--- src/rtl/keypad_entry_receiver.sv ---
// Debounces the keypad encoder's d/dav handshake, accepts one key per press and
// assembles BCD digits into an entry buffer that is committed on '#' (4'hF).
module keypad_entry_receiver #(
  parameter int NDIG     = 4,
  parameter int DEBOUNCE = 4,
  parameter int RELEASE  = 4
) (
  input  logic                        clk,
  input  logic                        reset,
  input  logic [3:0]                  d,
  input  logic                        dav,
  output logic                        key_strobe,
  output logic [3:0]                  key_code,
  output logic [4*NDIG-1:0]           entry,
  output logic [$clog2(NDIG+1)-1:0]   digit_count,
  output logic                        overflow,
  output logic [4*NDIG-1:0]           value,
  output logic                        value_valid
);

  localparam int EW   = 4 * NDIG;
  localparam int DCW  = $clog2(NDIG + 1);
  localparam int MAXC = ((DEBOUNCE > RELEASE) ? DEBOUNCE : RELEASE) + 1;
  localparam int CW   = $clog2(MAXC + 1);

  typedef enum logic [1:0] {IDLE, DEB, HELD, REL} state_t;

  state_t        state;
  logic [CW-1:0] cnt;
  logic [3:0]    code;
  logic          accept;

  // Accept fires on the DEBOUNCE-th consecutive sample of an unchanged code;
  // in both accepting states d equals the code being accepted.
  always_comb begin
    accept = 1'b0;
    case (state)
      IDLE:    accept = dav && (DEBOUNCE == 1);
      DEB:     accept = dav && (d == code) && (int'(cnt) + 1 >= DEBOUNCE);
      default: accept = 1'b0;
    endcase
  end

  always_ff @(posedge clk) begin
    if (!reset) begin
      state       <= REL;
      cnt         <= '0;
      code        <= '0;
      key_strobe  <= 1'b0;
      key_code    <= '0;
      entry       <= '0;
      digit_count <= '0;
      overflow    <= 1'b0;
      value       <= '0;
      value_valid <= 1'b0;
    end else begin
      key_strobe  <= 1'b0;
      value_valid <= 1'b0;

      case (state)
        IDLE: begin
          if (dav) begin
            code  <= d;
            cnt   <= CW'(1);
            state <= (DEBOUNCE == 1) ? HELD : DEB;
          end
        end
        DEB: begin
          if (!dav) begin
            state <= IDLE;
          end else if (d != code) begin
            code <= d;
            cnt  <= CW'(1);
          end else if (accept) begin
            state <= HELD;
          end else begin
            cnt <= cnt + CW'(1);
          end
        end
        HELD: begin
          if (!dav) begin
            cnt   <= CW'(1);
            state <= REL;
          end
        end
        REL: begin
          // Any dav during release is treated as contact bounce of the same key.
          if (dav) begin
            state <= HELD;
          end else if (int'(cnt) + 1 >= RELEASE) begin
            state <= IDLE;
          end else begin
            cnt <= cnt + CW'(1);
          end
        end
        default: state <= REL;
      endcase

      if (accept) begin
        key_strobe <= 1'b1;
        key_code   <= d;
        if (d <= 4'd9) begin
          if (digit_count < DCW'(NDIG)) begin
            entry       <= (entry << 4) | EW'(d);
            digit_count <= digit_count + DCW'(1);
          end else begin
            overflow <= 1'b1;
          end
        end else if (d == 4'hF && digit_count != '0) begin
          value       <= entry;
          value_valid <= 1'b1;
          entry       <= '0;
          digit_count <= '0;
          overflow    <= 1'b0;
        end
      end
    end
  end

endmodule

--- config.mk ---
export PLATFORM = sky130hd
export DESIGN_NAME = keypad_entry_receiver
export DESIGN_NICKNAME = d
export VERILOG_FILES = /design/src/rtl/keypad_entry_receiver.sv
export SDC_FILE = /design/constraint.sdc
export NUM_CORES = 1
export LEC_CHECK = 0
export BUFFER_PORTS_ARGS = -buffer_cell sky130_fd_sc_hd__buf_2
export CORE_UTILIZATION = 55
export CTS_BUF_LIST = sky130_fd_sc_hd__clkbuf_8 sky130_fd_sc_hd__clkbuf_16
export CTS_CLUSTER_SIZE = 16
export DETAILED_ROUTE_END_ITERATION = 8
export PLACE_DENSITY = 0.86
export REMOVE_ABC_BUFFERS = 1
export SLEW_MARGIN = 30
export SYNTH_ARGS = -nofsm -noshare
export SYNTH_HDL_FRONTEND = slang
export SYNTH_SLANG_ARGS = --single-unit
export TNS_END_PERCENT = 30
--- constraint.sdc ---
create_clock -name clk -period 4.25 [get_ports clk]
set_input_delay 0.85 -clock clk [delete_from_list [all_inputs] [get_ports clk]]
set_output_delay 0.85 -clock clk [all_outputs]
set_load 0.05 [all_outputs]
==> run summary <==
Outcome -> finished clean
Highest ir drop seen on vdd -> 0.000282 V
Hold violation count in the final report -> 0
# IOs -> 49
Simple-Gate Fraction of Synth Area -> 0.186
Number of buffers between clock root and the deepest sink -> 2
Port buffer count -> 48
Total internal power -> 0.667 mW
Dpl ws -> 1150 ps
Area contributors post-synth -> sky130_fd_sc_hd__dfxtp_1 (52%), sky130_fd_sc_hd__a22o_1 (7.2%), sky130_fd_sc_hd__nand2_1 (5.4%), sky130_fd_sc_hd__nand3_1 (4.4%), sky130_fd_sc_hd__o21ai_0 (4.1%)
Required time of the worst setup path -> 4480 ps
First-pass GRT wire length -> 5.72 mm
H-tree depth -> 2
Startpoint of the lowest-slack register-to-register path -> cnt[0]
Post-synthesis mux area share -> 0.0206
Drt drc -> 0
Synthesized-area fraction occupied by ao, oa, aoi and oai cells -> 0.180
Per-instance average area after synthesis -> 9.54 sq um
Slowest-stage cell, CP -> sky130_fd_sc_hd__nand4_2
Endpoint of the most critical register-to-register path -> entry[2]
Number of enable flip-flop cells after synthesis -> 0
Post-CTS Resized -> 0
Type of element launching the critical path -> input pin
CTS tree -> yes
Slowest Stage Delay on Critical Path -> 670 ps
Via count of the first global-routing pass -> 1268
Max transition margin -> 0.423
List of cells traversed by the critical path -> buf_2 -> xor2_1 -> nor4_4 -> nand4_2 -> or3b_1 -> a21oi_1
Final setup violation count -> 0
Cts bufs inserted -> 5
Final Wtd Congestion -> 0.840
Leading cell types by count after synthesis -> sky130_fd_sc_hd__dfxtp_1 (51), sky130_fd_sc_hd__nand2_1 (28), sky130_fd_sc_hd__nand3_1 (17)
Max capacitance violation total -> 0
Number of cells on the worst hold path -> 2
FF+latch count, synth -> 51
DIE HEIGHT -> 61.5 um
Multi-input gate area -> 826 sq um
TritonCTS sink count -> 51
Worst-Margin Slew -> 863 ps
Vias -> 1595
Final clock period utilization by the worst path -> 0.661
Sequential share of power -> 0.565
Most instantiated library cell after synthesis -> sky130_fd_sc_hd__dfxtp_1
Count of standard-cell rows -> 21
Combinational family with the most area after synthesis -> simple AND/OR/NAND/NOR gates
Layout Area Growth over Synthesis -> 17.0%
Post-synthesis xor/xnor area fraction -> 0.0180
Number of nets with antenna violations after routing -> 0
Crit path kind -> in -> reg
Count of unique library cells instantiated by Yosys -> 32
Leak -> 1.01 nW
Flop2flop setup slack -> 1530 ps
Total negative setup slack -> 0 ps
Core area -> 0.00336 sq mm
Fin crit period -> 2810 ps
Sequential-to-total area share from yosys stat -> 0.525
Peak fanout along the critical path -> 36
Cell taking the most area after synthesis -> sky130_fd_sc_hd__dfxtp_1
Root buffer selected by CTS -> sky130_fd_sc_hd__clkbuf_8
Insertion delay to the later sink of the worst-skew pair -> 300 ps
Die Width -> 61.5 um
Clock input transition at the sequential cells of the worst setup and hold paths -> 90 ps
End of the worst hold path -> code[1]
Largest net degree at the start of global routing -> 37
Class of the tightest hold or removal check -> reg -> reg
Post-synthesis instance area -> 0.00195 sq mm
Post-Synth Adder-Cell Area -> 0.0193
Pre-antenna DRT Iters -> 4
Number of max-slew violations in the final report -> 0
Endpoint kind of the worst setup timing path -> flip-flop
Main synth FF type -> sky130_fd_sc_hd__dfxtp_1
Area occupied by registers -> 0.00102 sq mm
Gate Count Post-Synth -> 204
Drt wl/cell -> 13.2 um
Hold wc startpoint -> code[1]
Proportion of layout cells with a drive suffix above 1 -> 0.246
Overall routed net length -> 3.81 mm
Worst EP arrival -> 3040 ps
HPWL after detailed placement -> 2.59 mm
Number of diodes -> 0
Setup bufs post-CTS -> 0
Portion of total power attributed to the clock network -> 0.398
Total overflow reported by the global router -> 0
Final worst setup slack -> 1440 ps
Switching power as a share of total power -> 0.218
Vias per cell -> 5.50
Area fraction of the dominant cell type after synthesis -> 0.525
Peak clock frequency supported by timing -> 0.356 GHz
R2r worst-path depth -> 6
Async set-or-reset flop fraction in the synthesized netlist -> 0
DRC violation total after the first TritonRoute iteration -> 84
Final clock skew -> 7.57 ps
Initial core utilization -> 0.578
Total die area -> 0.00378 sq mm
Switching pwr -> 0.186 mW
Yosys warns -> 0
Number of antenna violations at the first check in global routing -> 0
Final-stage net count -> 253
Setup repair after global routing missed its margin -> false
GR Util All Layers -> 0.208
Hold slack -> 475 ps
Gate power share -> 0.037
Pwr/cell area -> 375 mW/mm^2
Fillers -> 287
Number of hold buffers added after CTS -> 0
==> state kept, by name, indices dropped and copies added, names as in the netlist, 3 cells and up, named ones only <==
name         flops
key_code         4
value           16
cnt              3
digit_count      3
code             4
entry           16
==> stage by stage <==
stage / instances / total power [mW] / cell area (sq um) / utilization
after floorplan: 188 / 0.510 / 1860 / -
after global placement: 282 / 0.523 / 2160 / 0.642
after detailed placement: 282 / 0.524 / 2160 / 0.642
after CTS: 290 / 0.859 / 2280 / 0.677
after global routing: 290 / 0.887 / 2280 / 0.677
final: 290 / 0.854 / 2280 / 0.677
==> cells in the final DEF (no fill, tap or decap), drive strengths merged, types with 2 or more instances in the layout <==
cell type / Yosys / layout
o21ai: 16 / 16
nor2b: 4 / 4
nand4: 3 / 3
o22ai: 2 / 2
ha: 3 / 3
clkbuf: 10 / 5
and3: 3 / 3
xor2: 4 / 4
and2: 2 / 2
mux2i: 4 / 4
buf: 6 / 48
o41ai: 2 / 2
inv: 4 / 5
dfxtp: 51 / 51
a22o: 16 / 16
a21oi: 9 / 9
nor2: 8 / 8
nand3: 17 / 17
nand2: 28 / 28
a211oi: 2 / 2
or3b: 2 / 2
a31oi: 2 / 2
==> power by group through the flow <==
stage	sequential, mW	combinational (mW)	clock, mW
CTS	0.482	0.0316	0.345
detailed placement	0.493	0.0312	0
finish	0.482	0.0318	0.340
floorplan	0.492	0.0174	0
global route	0.482	0.0347	0.370
global placement	0.493	0.0304	0
==> worst max-delay path by stage <==
stage          start        to  slack, ps  depth (start not counted)
2_1_floorplan   d[1]  entry[1]       1620                          5
3_3_place_gp    d[1]  entry[2]       1230                          6
3_5_place_dp    d[1]  entry[2]       1150                          6
4_1_cts         d[1]  entry[2]       1460                          6
5_1_grt         d[1]  entry[2]       1270                          6
6_report        d[1]  entry[2]       1440                          6
==> critical path, delay by kind of cell <==
kind                   cells  cell delay, ps
AND/OR/NAND/NOR            3            1710
XOR/XNOR                   1             190
buffers and inverters      1             150
AO/OA/AOI/OAI              1             140
==> cell families (layout without fill, tap and decap cells) <==
| family | count (synthesis) | after routing |
|---|---|---|
| flip-flops | 51 | 51 |
| buffers and inverters | 20 | 60 |
| AND/OR/NAND/NOR | 70 | 70 |
| XOR/XNOR | 4 | 4 |
| AO/OA/AOI/OAI | 52 | 52 |
| adder cells (fa/ha/maj) | 3 | 3 |
| multiplexers | 4 | 4 |
==> layer usage <==
metal	up-vias	track usage	wire length (um)
met5	-	0	0
met4	0	0.0603	37
li1	795	-	-
met3	4	0.0693	165
met2	43	0.337	1810
met1	753	0.266	1800
==> area by class of cell <==
type | instances | area share
timing repair buffer | 48 | 0.106
inverter | 4 | 0.00660
multi-input combinational | 133 | 0.363
sequential | 51 | 0.449
clock buffer | 5 | 0.0302
tap | 46 | 0.0253
clock inverter | 3 | 0.0209
Power figures use the tool's default switching activity.
